`src/rtl/wb_regfile_sequencer_if.sv`:
```
// Writeback, reservation and architectural-state bundle for wb_regfile_sequencer.
// The master side (writeback/issue) drives requests; the slave side (sequencer) returns state.
interface wb_regfile_sequencer_if #(
    parameter int NUM_REGS = 16,
    parameter int DATA_W   = 64
);
    logic                               wbValidIn;
    logic                               wbReadyOut;
    logic [3:0]                         destRegIn;
    logic [DATA_W-1:0]                  aluResultIn;
    logic                               destRegSpecialValidIn;
    logic [3:0]                         destRegSpecialIn;
    logic [DATA_W-1:0]                  aluResultSpecialIn;

    logic                               reserveValidIn;
    logic [3:0]                         sourceReg1In;
    logic [3:0]                         sourceReg2In;
    logic                               sourceReg1ValidIn;
    logic                               sourceReg2ValidIn;
    logic                               reserveDestValidIn;
    logic [3:0]                         reserveDestIn;
    logic                               reserveGrantOut;

    logic [NUM_REGS-1:0][DATA_W-1:0]    regFileOut;
    logic [NUM_REGS-1:0]                regInUseBitMapOut;
    logic [31:0]                        writeCountOut;

    modport master (
        output wbValidIn, destRegIn, aluResultIn,
        output destRegSpecialValidIn, destRegSpecialIn, aluResultSpecialIn,
        output reserveValidIn, sourceReg1In, sourceReg2In,
        output sourceReg1ValidIn, sourceReg2ValidIn, reserveDestValidIn, reserveDestIn,
        input  wbReadyOut, reserveGrantOut, regFileOut, regInUseBitMapOut, writeCountOut
    );

    modport slave (
        input  wbValidIn, destRegIn, aluResultIn,
        input  destRegSpecialValidIn, destRegSpecialIn, aluResultSpecialIn,
        input  reserveValidIn, sourceReg1In, sourceReg2In,
        input  sourceReg1ValidIn, sourceReg2ValidIn, reserveDestValidIn, reserveDestIn,
        output wbReadyOut, reserveGrantOut, regFileOut, regInUseBitMapOut, writeCountOut
    );
endinterface

```
`src/rtl/wb_regfile_sequencer.sv`:
```
// Register file + in-use bitmap owner; serializes writebacks onto one write port.
// Optional macro RELEASE_BYPASS_EN: a register being released this edge counts as free for grants.
module wb_regfile_sequencer #(
    parameter int NUM_REGS = 16,
    parameter int DATA_W   = 64
) (
    input  logic                   clk,
    input  logic                   reset,
    wb_regfile_sequencer_if.slave  bus
);

    typedef enum logic {
        S_IDLE   = 1'b0,
        S_SECOND = 1'b1
    } state_t;

    localparam logic [NUM_REGS-1:0] ONE_HOT_BASE = {{(NUM_REGS-1){1'b0}}, 1'b1};

    state_t                            r_state;
    state_t                            w_state_nxt;

    logic [NUM_REGS-1:0][DATA_W-1:0]   r_regfile;
    logic [NUM_REGS-1:0]               r_inuse;
    logic [31:0]                       r_wr_count;
    logic [3:0]                        r_spec_reg;
    logic [DATA_W-1:0]                 r_spec_data;

    logic                              w_wb_ready;
    logic                              w_accept;
    logic                              w_latch_special;
    logic                              w_wr_en;
    logic [3:0]                        w_wr_idx;
    logic [DATA_W-1:0]                 w_wr_data;
    logic [NUM_REGS-1:0]               w_clr_mask;
    logic [NUM_REGS-1:0]               w_set_mask;
    logic [NUM_REGS-1:0]               w_busy_view;
    logic                              w_src1_hazard;
    logic                              w_src2_hazard;
    logic                              w_dest_hazard;
    logic                              w_grant;

    always_ff @(posedge clk) begin
        if (reset) begin
            r_state <= S_IDLE;
        end else begin
            r_state <= w_state_nxt;
        end
    end

    // The single write port carries the primary result on acceptance, or the
    // latched special result during SECOND; the FSM selects which.
    always_comb begin
        w_state_nxt     = r_state;
        w_wb_ready      = 1'b0;
        w_accept        = 1'b0;
        w_latch_special = 1'b0;
        w_wr_en         = 1'b0;
        w_wr_idx        = '0;
        w_wr_data       = '0;
        unique case (r_state)
            S_IDLE: begin
                w_wb_ready = 1'b1;
                w_accept   = bus.wbValidIn;
                if (w_accept) begin
                    w_wr_en   = 1'b1;
                    w_wr_idx  = bus.destRegIn;
                    w_wr_data = bus.aluResultIn;
                    if (bus.destRegSpecialValidIn) begin
                        w_latch_special = 1'b1;
                        w_state_nxt     = S_SECOND;
                    end
                end
            end
            S_SECOND: begin
                w_wr_en     = 1'b1;
                w_wr_idx    = r_spec_reg;
                w_wr_data   = r_spec_data;
                w_state_nxt = S_IDLE;
            end
            default: begin
                w_state_nxt = S_IDLE;
            end
        endcase
    end

    assign w_clr_mask = w_wr_en ? (ONE_HOT_BASE << w_wr_idx) : '0;

`ifdef RELEASE_BYPASS_EN
    assign w_busy_view = r_inuse & ~w_clr_mask;
`else
    assign w_busy_view = r_inuse;
`endif

    assign w_src1_hazard = bus.sourceReg1ValidIn  && w_busy_view[bus.sourceReg1In];
    assign w_src2_hazard = bus.sourceReg2ValidIn  && w_busy_view[bus.sourceReg2In];
    assign w_dest_hazard = bus.reserveDestValidIn && w_busy_view[bus.reserveDestIn];
    assign w_grant       = bus.reserveValidIn && !w_src1_hazard && !w_src2_hazard && !w_dest_hazard;

    assign w_set_mask = (w_grant && bus.reserveDestValidIn) ? (ONE_HOT_BASE << bus.reserveDestIn) : '0;

    // Set is applied after clear so a same-edge reservation keeps the bit.
    always_ff @(posedge clk) begin
        if (reset) begin
            r_inuse    <= '0;
            r_wr_count <= '0;
        end else begin
            r_inuse <= (r_inuse & ~w_clr_mask) | w_set_mask;
            if (w_wr_en) begin
                r_wr_count <= r_wr_count + 32'd1;
            end
        end
    end

    always_ff @(posedge clk) begin
        if (reset) begin
            r_regfile <= '0;
        end else if (w_wr_en) begin
            r_regfile[w_wr_idx] <= w_wr_data;
        end
    end

    always_ff @(posedge clk) begin
        if (w_latch_special) begin
            r_spec_reg  <= bus.destRegSpecialIn;
            r_spec_data <= bus.aluResultSpecialIn;
        end
    end

    assign bus.wbReadyOut        = w_wb_ready;
    assign bus.reserveGrantOut   = w_grant;
    assign bus.regFileOut        = r_regfile;
    assign bus.regInUseBitMapOut = r_inuse;
    assign bus.writeCountOut     = r_wr_count;

endmodule
```
`src/flat_wrapper.sv`:
```
// flat-port wrapper written by rule: the top's interface ports become plain ports
module wb_regfile_sequencer_flat 
#(
    parameter int NUM_REGS = 16,
    parameter int DATA_W   = 64
)
  (clk, reset, bus_wbValidIn, bus_destRegIn, bus_aluResultIn, bus_destRegSpecialValidIn, bus_destRegSpecialIn, bus_aluResultSpecialIn, bus_reserveValidIn, bus_sourceReg1In, bus_sourceReg2In, bus_sourceReg1ValidIn, bus_sourceReg2ValidIn, bus_reserveDestValidIn, bus_reserveDestIn, bus_wbReadyOut, bus_reserveGrantOut, bus_regFileOut, bus_regInUseBitMapOut, bus_writeCountOut);
  wb_regfile_sequencer_if #(.NUM_REGS(NUM_REGS), .DATA_W(DATA_W)) bus_i ();
  input  logic clk;
  input  logic reset;
  input wire logic [$bits(bus_i.wbValidIn)-1:0] bus_wbValidIn;
  input wire logic [$bits(bus_i.destRegIn)-1:0] bus_destRegIn;
  input wire logic [$bits(bus_i.aluResultIn)-1:0] bus_aluResultIn;
  input wire logic [$bits(bus_i.destRegSpecialValidIn)-1:0] bus_destRegSpecialValidIn;
  input wire logic [$bits(bus_i.destRegSpecialIn)-1:0] bus_destRegSpecialIn;
  input wire logic [$bits(bus_i.aluResultSpecialIn)-1:0] bus_aluResultSpecialIn;
  input wire logic [$bits(bus_i.reserveValidIn)-1:0] bus_reserveValidIn;
  input wire logic [$bits(bus_i.sourceReg1In)-1:0] bus_sourceReg1In;
  input wire logic [$bits(bus_i.sourceReg2In)-1:0] bus_sourceReg2In;
  input wire logic [$bits(bus_i.sourceReg1ValidIn)-1:0] bus_sourceReg1ValidIn;
  input wire logic [$bits(bus_i.sourceReg2ValidIn)-1:0] bus_sourceReg2ValidIn;
  input wire logic [$bits(bus_i.reserveDestValidIn)-1:0] bus_reserveDestValidIn;
  input wire logic [$bits(bus_i.reserveDestIn)-1:0] bus_reserveDestIn;
  output wire logic [$bits(bus_i.wbReadyOut)-1:0] bus_wbReadyOut;
  output wire logic [$bits(bus_i.reserveGrantOut)-1:0] bus_reserveGrantOut;
  output wire logic [$bits(bus_i.regFileOut)-1:0] bus_regFileOut;
  output wire logic [$bits(bus_i.regInUseBitMapOut)-1:0] bus_regInUseBitMapOut;
  output wire logic [$bits(bus_i.writeCountOut)-1:0] bus_writeCountOut;
  assign bus_i.wbValidIn = bus_wbValidIn;
  assign bus_i.destRegIn = bus_destRegIn;
  assign bus_i.aluResultIn = bus_aluResultIn;
  assign bus_i.destRegSpecialValidIn = bus_destRegSpecialValidIn;
  assign bus_i.destRegSpecialIn = bus_destRegSpecialIn;
  assign bus_i.aluResultSpecialIn = bus_aluResultSpecialIn;
  assign bus_i.reserveValidIn = bus_reserveValidIn;
  assign bus_i.sourceReg1In = bus_sourceReg1In;
  assign bus_i.sourceReg2In = bus_sourceReg2In;
  assign bus_i.sourceReg1ValidIn = bus_sourceReg1ValidIn;
  assign bus_i.sourceReg2ValidIn = bus_sourceReg2ValidIn;
  assign bus_i.reserveDestValidIn = bus_reserveDestValidIn;
  assign bus_i.reserveDestIn = bus_reserveDestIn;
  assign bus_wbReadyOut = bus_i.wbReadyOut;
  assign bus_reserveGrantOut = bus_i.reserveGrantOut;
  assign bus_regFileOut = bus_i.regFileOut;
  assign bus_regInUseBitMapOut = bus_i.regInUseBitMapOut;
  assign bus_writeCountOut = bus_i.writeCountOut;
  wb_regfile_sequencer #(.NUM_REGS(NUM_REGS), .DATA_W(DATA_W)) u_core (.clk(clk), .reset(reset), .bus(bus_i));
endmodule
```
`config.mk`:
```
export PLATFORM = sky130hd
export DESIGN_NAME = wb_regfile_sequencer_flat
export DESIGN_NICKNAME = d
export VERILOG_FILES = /design/src/rtl/wb_regfile_sequencer_if.sv /design/src/rtl/wb_regfile_sequencer.sv /design/src/flat_wrapper.sv
export SDC_FILE = /design/constraint.sdc
export NUM_CORES = 2
export LEC_CHECK = 0
export ABC_AREA = 1
export BUFFER_PORTS_ARGS = -buffer_cell sky130_fd_sc_hd__buf_2
export CORE_AREA = 5 5 474 476
export CTS_CLUSTER_DIAMETER = 150
export CTS_CLUSTER_SIZE = 40
export DETAILED_ROUTE_END_ITERATION = 8
export DIE_AREA = 0 0 479 481
export PLACE_DENSITY = 0.35
export SYNTH_ARGS = -nofsm -noshare
export SYNTH_HDL_FRONTEND = slang
export SYNTH_SLANG_ARGS = --single-unit
```
`constraint.sdc`:
```
create_clock -name clk -period 5.9 [get_ports clk]
set_clock_uncertainty 0.2 [all_clocks]
set_input_delay 0.59 -clock clk [delete_from_list [all_inputs] [get_ports clk]]
set_output_delay 0.59 -clock clk [all_outputs]
set_load 0.01 [all_outputs]
```
==> flow_summary_export.csv <==
group,metric,value,unit
logic_synthesis,ys_ff_latch,1141,
layout,final_cell_mix,"nor2_1 (1,949), buf_2 (1,229), dfxtp_1 (1,072)",
sta,rsz0062_at_grt,"no",
global_route,gr-total-overflow,0,
cts,cts_tree,"yes",
outcome,status,"completed",
floorplanning,ioPinCount,1230,
cts,cts_hold_buf,69,
layout,layout_commonest_cell,"nor2_1",
setup_path,crit_chain,"nor2_8 -> a22oi_4 -> inv_2 -> nor2_1 -> nand3_4 -> buf_4 -> o21ai_0 -> a21oi_1",
cts,cts_buffer_depth,3,
cts,cts.sinks,1141,
global_route,grt_pass1_wl,316,mm
global_route,grt_pass1_vias,36400,
placed_design,dpl.hpwl,160,mm
cts,clkLatencyLatePin,0.70,ns
placed_design,place.gp.congestion,0.823,
cts,cts_resized,0,
cts,cts_max_level,2,
setup_path,required,6.27,ns
setup_path,worstSetupEndpointType,"flop",
sta,fin_crit_sh,64.0,%
sta,worst_pin_slew,1.18,ns
routing,drc,0,
pwr,power_density,275,nW/um^2
setup_path,cp_slowest_stage_delay,0.67,ns
layout,fillers,24500,
floorplanning,rows,173,
global_route,top_usage_layer,"met2",
floorplanning,start_util,18.5,%
logic_synthesis,avgSynthCellArea,7.95,um^2
cts,post_cts_buffers,0,
routing,drt-initial-drc-count,3100,
placed_design,placed_cell_area,49800,um^2
layout,largest_reg_flops,1024,
global_route,grtUsageMet2,30.9,%
routing,vias,38300,
floorplanning,core_area,221000,um^2
cts,cts_root_buf,"clkbuf_16",
logic_synthesis,synth_cell_type_count,35,
global_route,grt_max_degree,185,
floorplanning,fp.dieH,481,um
cts,cts_buffers,37,
layout,fin_nets,6321,
sta,setup-tns-final,0,ns
setup_path,slowest_stage,"dfxtp_4",
sta,slew_violations,0,
logic_synthesis,synthArstFlopShare,0,%
logic_synthesis,synth_warnings,0,
routing,finalWirelength,235,mm
sta,fin_crit,3.77,ns
routing,wl_per_cell,25.9,um
logic_synthesis,syn_area,40900,um^2
pwr,p_leak,24.4,nW
layout,syn2layout_area_growth,26.4,%
layout,layout-drive-gt1-share,23.4,%
sta,setup_viol,0,
global_route,antenna_found_initial,34,
cts,clk_pin_slew,0.16,ns
layout,fin_area,51700,um^2
routing,dr.pass1.iters,5,
setup_path,critPathKind,"reg -> reg",
logic_synthesis,syn_inst,5146,
routing,drtAntennaViolNets,0,
global_route,grt_util_all_layers,19.2,%
placed_design,port_buffers,1229,
sta,slew_headroom,21.3,%
min_path,hold_class,"in -> reg",
setup_path,crit_fanout,71,
pwr,power,14.2,mW
logic_synthesis,synth-edff-count,68,
global_route,use_met3,5.40,%
routing,vias_per_cell,4.22,
pwr,ir_drop,187,uV
logic_synthesis,syn-num-nets,5303,
setup_path,worstSetupStartpointType,"flop",
sta,fmax,265,MHz
floorplanning,design.die.area,230000,um^2
logic_synthesis,ys_seq_area_share,57.5,%
setup_path,worstPathArrival,4.14,ns
global_route,gr-usage-met1,25.6,%
sta,hold_viol_final,0,
run,drv_cap,0,
floorplanning,fp.dieW,479,um
logic_synthesis,synthFlopType,"dfxtp_1",
==> final timing paths <==
path | from | to | slack (ns) | depth (start not counted)
worst max-delay path | u_core.r_state | u_core.bus.regFileOut[39] | 2.13 | 8
worst min-delay path | bus_reserveDestValidIn | u_core.bus.regInUseBitMapOut[8] | 0.11 | 3
worst max register to register | u_core.r_state | u_core.bus.regFileOut[39] | 2.13 | 8
worst min register to register | u_core.bus.regFileOut[18] | u_core.bus.regFileOut[18] | 0.25 | 2
==> worst max-delay path: cells and delay by family (launching register included) <==
family / cells / cell delay [ns]
simple gates: 3 / 1.08
buf+inv: 2 / 0.76
compound gates: 3 / 0.73
flops: 1 / 0.67
==> cell type report <==
cell class	instances	area, um^2	share of cell area, %
flip-flops and latches	1141	23500	45.5
repair buffers	1403	7720	14.9
well taps	2887	3610	6.99
clock buffers	47	963	1.86
clock inverters	12	188	0.363
multi-input cells	3437	15100	29.2
inverters	144	562	1.09
diodes	7	17.5	0.0339
==> cell families (layout without fill, tap and decap cells) <==
logic type,Yosys count,after routing,synth area share (%)
simple gates,2214,2214,20.8
compound gates,1221,1221,15.7
flops,1141,1141,57.5
buf+inv,568,1606,5.95
fa+ha+maj,1,1,0.0306
xor+xnor,1,1,0.0214
other cells,0,7,0
==> cell usage after synthesis, types with 7 or more instances <==
cell type / n / area, um^2
clkbuf_1: 180 / 676
buf_2: 205 / 1030
o21ai_1: 123 / 616
nand2_1: 140 / 526
inv_1: 129 / 484
nor2_1: 1959 / 7350
nor3_1: 33 / 165
a22o_1: 64 / 561
nand4_1: 9 / 56.3
clkbuf_2: 8 / 40.0
inv_2: 13 / 48.8
a21oi_1: 104 / 521
buf_1: 23 / 86.3
dfxtp_1: 1073 / 21500
nand3_1: 60 / 300
buf_4: 7 / 52.6
o21ai_0: 920 / 4600
edfxtp_1: 68 / 2040
==> per-stage QoR <==
| stage | setup slack (ns) | hold WS, ns | util (%) | instances |
|---|---|---|---|---|
| floorplan | 1.16 | 0.268 | - | 5146 |
| global placement | 2.04 | 0.230 | 22.6 | 8943 |
| detailed placement | 1.99 | 0.234 | 22.6 | 8943 |
| CTS | 2.20 | 0.0176 | 23.4 | 9071 |
| global route | 1.93 | 0.0563 | 23.4 | 9072 |
| finish | 2.13 | 0.112 | 23.4 | 9078 |
==> per-layer routing <==
layer	vias up	wire, um
met2	1347	105000
li1	18600	-
met1	18300	104000
met4	0	5570
met3	146	19900
met5	-	0
==> power by group <==
group / leakage, nW / switching [mW] / total, mW / internal (mW)
clock: 0.552 / 2.79 / 4.03 / 1.25
combinational: 14.5 / 1.43 / 1.96 / 0.538
sequential: 9.34 / 0.150 / 8.23 / 8.08
total: 24.4 / 4.36 / 14.2 / 9.86
No activity file was read; power rests on OpenSTA's default activity.
